==> config.mk <==
export PLATFORM = sky130hd
export DESIGN_NAME = vmat_store_unit
export DESIGN_NICKNAME = d
export VERILOG_FILES = /design/src/rtl/vmat_store_unit.sv
export SDC_FILE = /design/constraint.sdc
export NUM_CORES = 2
export LEC_CHECK = 0
export CAP_MARGIN = 0
export CORE_UTILIZATION = 52
export CTS_CLUSTER_DIAMETER = 80
export DETAILED_ROUTE_END_ITERATION = 6
export GPL_TIMING_DRIVEN = 0
export PLACE_DENSITY = 0.9
export SLEW_MARGIN = 30
export SYNTH_ARGS = -nofsm -noshare
export SYNTH_HDL_FRONTEND = slang
export SYNTH_SLANG_ARGS = --single-unit
==> constraint.sdc <==
create_clock -name clk -period 3.4 [get_ports clk]
set_clock_uncertainty 0.15 [all_clocks]
set_input_delay 0.34 -clock clk [delete_from_list [all_inputs] [get_ports clk]]
set_output_delay 0.34 -clock clk [all_outputs]
set_load 0.01 [all_outputs]
==> src/rtl/vmat_store_unit.sv <==
// Captures a VEC_COUNT x VEC_COUNT matrix and writes it out one element per handshake, row-major with byte addresses.
// First request is valid one cycle after start; req_ready_i low holds the current request stable; start_i is ignored while busy.
module vmat_store_unit #(
  parameter int ELEM_WIDTH = 32,
  parameter int VEC_COUNT  = 4,
  parameter int ADDR_WIDTH = 32
) (
  input  logic                             clk,
  input  logic                             reset_n,
  input  logic                             start_i,
  input  logic [ELEM_WIDTH*VEC_COUNT-1:0]  mat_i [VEC_COUNT],
  input  logic [ADDR_WIDTH-1:0]            base_addr_i,
  input  logic [ADDR_WIDTH-1:0]            row_stride_i,
  output logic                             busy_o,
  output logic                             done_o,
  output logic                             req_valid_o,
  input  logic                             req_ready_i,
  output logic [ADDR_WIDTH-1:0]            req_addr_o,
  output logic [ELEM_WIDTH-1:0]            req_wdata_o
);

  localparam int                    CW         = (VEC_COUNT > 1) ? $clog2(VEC_COUNT) : 1;
  localparam logic [CW-1:0]         LAST_IDX   = CW'(VEC_COUNT - 1);
  localparam logic [ADDR_WIDTH-1:0] ELEM_BYTES = ADDR_WIDTH'(ELEM_WIDTH / 8);

  localparam logic [1:0] IDLE = 2'd0;
  localparam logic [1:0] SEND = 2'd1;
  localparam logic [1:0] DONE = 2'd2;

  logic [1:0]                      state_q, state_d;
  logic [ELEM_WIDTH*VEC_COUNT-1:0] mat_q [VEC_COUNT];
  logic [ELEM_WIDTH*VEC_COUNT-1:0] mat_d [VEC_COUNT];
  logic [ADDR_WIDTH-1:0]           stride_q, stride_d;
  logic [ADDR_WIDTH-1:0]           row_base_q, row_base_d;
  logic [ADDR_WIDTH-1:0]           addr_q, addr_d;
  logic [ELEM_WIDTH-1:0]           wdata_q, wdata_d;
  logic [CW-1:0]                   row_q, row_d;
  logic [CW-1:0]                   col_q, col_d;
  logic [CW-1:0]                   row_nxt, col_nxt;
  logic                            hs, last_col, last_elem;

  // Addresses advance incrementally: row_base tracks the start of the current row, so no multiplier is needed.
  always_comb begin
    state_d    = state_q;
    mat_d      = mat_q;
    stride_d   = stride_q;
    row_base_d = row_base_q;
    addr_d     = addr_q;
    wdata_d    = wdata_q;
    row_d      = row_q;
    col_d      = col_q;
    row_nxt    = row_q + CW'(1);
    col_nxt    = col_q + CW'(1);
    hs         = (state_q == SEND) && req_ready_i;
    last_col   = (col_q == LAST_IDX);
    last_elem  = last_col && (row_q == LAST_IDX);

    case (state_q)
      IDLE: begin
        if (start_i) begin
          mat_d      = mat_i;
          stride_d   = row_stride_i;
          row_base_d = base_addr_i;
          addr_d     = base_addr_i;
          wdata_d    = mat_i[0][ELEM_WIDTH-1:0];
          row_d      = '0;
          col_d      = '0;
          state_d    = SEND;
        end
      end
      SEND: begin
        if (hs) begin
          if (last_elem) begin
            row_d   = '0;
            col_d   = '0;
            state_d = DONE;
          end else if (last_col) begin
            row_d      = row_nxt;
            col_d      = '0;
            row_base_d = row_base_q + stride_q;
            addr_d     = row_base_q + stride_q;
            wdata_d    = mat_q[row_nxt][ELEM_WIDTH-1:0];
          end else begin
            col_d   = col_nxt;
            addr_d  = addr_q + ELEM_BYTES;
            wdata_d = mat_q[row_q][col_nxt*ELEM_WIDTH +: ELEM_WIDTH];
          end
        end
      end
      DONE:    state_d = IDLE;
      default: state_d = IDLE;
    endcase
  end

  always_ff @(posedge clk or negedge reset_n) begin
    if (!reset_n) begin
      state_q    <= IDLE;
      mat_q      <= '{default: '0};
      stride_q   <= '0;
      row_base_q <= '0;
      addr_q     <= '0;
      wdata_q    <= '0;
      row_q      <= '0;
      col_q      <= '0;
    end else begin
      state_q    <= state_d;
      mat_q      <= mat_d;
      stride_q   <= stride_d;
      row_base_q <= row_base_d;
      addr_q     <= addr_d;
      wdata_q    <= wdata_d;
      row_q      <= row_d;
      col_q      <= col_d;
    end
  end

  assign busy_o      = (state_q != IDLE);
  assign done_o      = (state_q == DONE);
  assign req_valid_o = (state_q == SEND);
  assign req_addr_o  = addr_q;
  assign req_wdata_o = wdata_q;

endmodule
==> impl_results.md <==
* Setup-failing EPs final at 0
* FF+latch count, synth at 646
* Final Critical Period at approximately 3.4 ns
* Post-Syn Nets at around 4.1k
* Proportion of layout cells with a drive suffix above 1 at just over 10%
* DRC at 0
* Post-synthesis sequential area ratio at between 50 and 60%
* Clk sinks at around 650
* Synth Warn # at 0
* Crit end category: flop
* Yosys top cell by area: dfrtp_1
* EDFF count, synth at 0
* Worst Setup SP: col_q[0]
* Post-synth top area share at 50.5%
* Nets at about 4.8k
* LEAKAGE at ~20 nW
* DIE HEIGHT at 250 um
* H-tree levels at 3
* Max-slew violation count at 0
* Drt wl/cell at roughly 28 um
* Power density cells at 1000 nW/um^2
* Most frequent cells in the layout: nand2_1 (1,737), dfrtp_1 (646), clkdlybuf4s50_1 (645), mux4_2 (192), a21oi_1 (127)
* Crit path kind: reg -> reg
* RSZ-0062 raised after global routing: no
* Antenna-violating nets left at 0
* First drt pass iteration count at 7
* Main flop type after synthesis: dfrtp_1
* DP HPWL at approximately 100,000 um
* GRT Total Usage at between 40% and 50%
* Cells after Synth at ~3.5k
* Fin. Hold Viols at 1
* Failing checks: hold timing
* Status: finished with violations
* Worst hold path type: in -> async
* Fmax at slightly below 0.3 GHz
* Clock buffer count from CTS at a little over 70
* 1st-iter DRT viols at about 4.5k
* Most common cell after layout, fill and taps aside: nand2_1
* Routability cong. at just under 1
* Max IR drop VDD at between 500 and 600 uV
* GR Overflow Total at 0
* CTS tree: done
* Max_cap viols at 0
* Largest net degree at the start of global routing at 90
* Die area at 62,500 um^2
* Initial antenna violation count at between 40 and 50
* Total power draw at ~42 mW
* Initial Utilization at a little over half
* Placed cell areas at approximately 40,000 um^2
* Final design utilization at between 60% and 70%
* Slew @ Worst Pin at about 1.1 ns
* Worst Path Required at between 3 and 4 ns
* I/O pin count at 647
* Clock tree buffer depth at 3
* Synth async-reset ratio at 100%
* Core Box Area at 60,600 um^2
* CP arrival at 3.83 ns
* Startpoint Class: flop
* FILL cells at around 4.3k
* Reg2Reg Launch Point: col_q[0]
* Final worst setup slack at 0.0156 ns
* CP max FO at 10
* Synth area leaders: dfrtp_1 (51%), nand2_1 (20%), mux4_2 (14%)
* Skew-Pair Late Insertion Delay at between 0.6 and 0.7 ns
* Area of the multi-input gates at 14,900 um^2
* DR vias at between 30k and 40k
* Synth unique cells at a little over 60
* Final Cycle Share at 99.5%
* WL final at between 100,000 and 150,000 um
* CTS clk-pin slew, worst paths at 0.07 ns
* CTS root buf: clkbuf_16
* Synthesized cell area at 32,000 um^2
* Design Area, Final at between 40,000 and 50,000 um^2
* Reg area at between 15,000 and 20,000 um^2
* Number of global-route vias before repair at 32.6k
* Synth Area per Inst at a little over 9 um^2
* First-pass GRT wire length at between 200,000 and 250,000 um
* Layout Area Growth over Synthesis at 32.2%
* Dpl ws at -1.47 ns
* Die width at around 250 um
* Via/cell ratio at 6.32
* # port buffers at about 650
* Row cnt at 90
* Worst slew margin at between 20% and 30%
* WHS at -0.00494 ns
## area by class of cell
class                      instances  area share, %
antenna                           23          0.136
sequential                       646           38.2
clock inverter                    26          0.882
tap                              782           2.31
clock buffer                      97           4.77
timing repair buffer             656           15.9
multi-input combinational       2569           35.4
buffer                           216           2.30
inverter                          17          0.160
## critical path, cell delays in order (launching register included)
cell	delay (ns)
dfrtp_1	0.38
ha_1	0.20
clkbuf_1	0.24
nand2_1	0.15
nand3_1	0.16
a21o_2	0.44
nor2_4	0.24
clkbuf_4	0.36
clkbuf_1	0.73
nand2_1	0.14
nand2_1	0.13
## report_power, final
part / internal [mW] / total, mW / switching (mW)
Clock: 4.59 / 8.06 / 3.47
Combinational: 9.05 / 19.7 / 10.7
Sequential: 11.5 / 14.5 / 2.98
Total: 25.1 / 42.3 / 17.1
## flip-flops by register name, indices dropped and copies added (netlist names)
signal,cells
req_wdata_o,32
state_q,2
req_addr_o,32
row_base_q,32
col_q,2
stride_q,32
mat_q,512
row_q,2
## final timing paths
check	end	cells past startpoint	slack (ns)
min in group clk	mat_q[342]	3	0.05
min reg2reg	mat_q[319]	2	0.32
min	req_addr_o[5]	2	-0.005
max	mat_q[468]	10	0.02
max in group asynchronous	mat_q[105]	5	1.50
max reg2reg	mat_q[468]	10	0.02
## cells in the mapped netlist, types with 18 or more instances
master    count
dfrtp_1     646
a21oi_1     128
nor2_1      108
ha_1         34
clkbuf_1    186
mux4_2      192
buf_2        18
mux2i_1      36
nand2_1    1738
buf_1        18
o21ai_0      82
xnor2_1      22
nand3_1      28
## through the flow
stage                     hold WS, ns  TNS (ns)  std cells
final                        -0.00494         0       5032
after global routing           0.0160         0       5025
after CTS                     0.00190         0       5013
after global placement          0.302         -       4882
after detailed placement       0.0682   -340.96       4890
after floorplan                -0.106         0       3454
## per-layer routing
metal / GRT usage [%] / vias to the layer above / wire (um) / part of all wire, %
met5: 0 / - / 289 / 0.21
met4: 33.5 / 42 / 12400 / 8.9
met3: 16.8 / 834 / 19600 / 14
met2: 68.8 / 2818 / 62600 / 45
met1: 50.7 / 15200 / 44200 / 32
li1: - / 12900 / - / -
## cells by family (layout without fill, tap and decap cells)
group | after synthesis | in the layout | synth area share (%)
compound gates | 329 | 329 | 6.14
flops | 646 | 646 | 50.5
other cells | 0 | 23 | 0
buf+inv | 239 | 1012 | 2.88
simple gates | 1942 | 1942 | 23.4
mux | 229 | 229 | 14.7
xor+xnor | 34 | 34 | 0.931
fa+ha+maj | 35 | 35 | 1.39
## repair_timing
action | CTS | global route
gates resized for setup | 53 | 70
hold buffers | 1 | 0
setup buffers | 1 | 0
endpoints found under the setup margin | 607 | 338
hold endpoints to repair | 99 | 0
(Power assumes the default switching activity.)
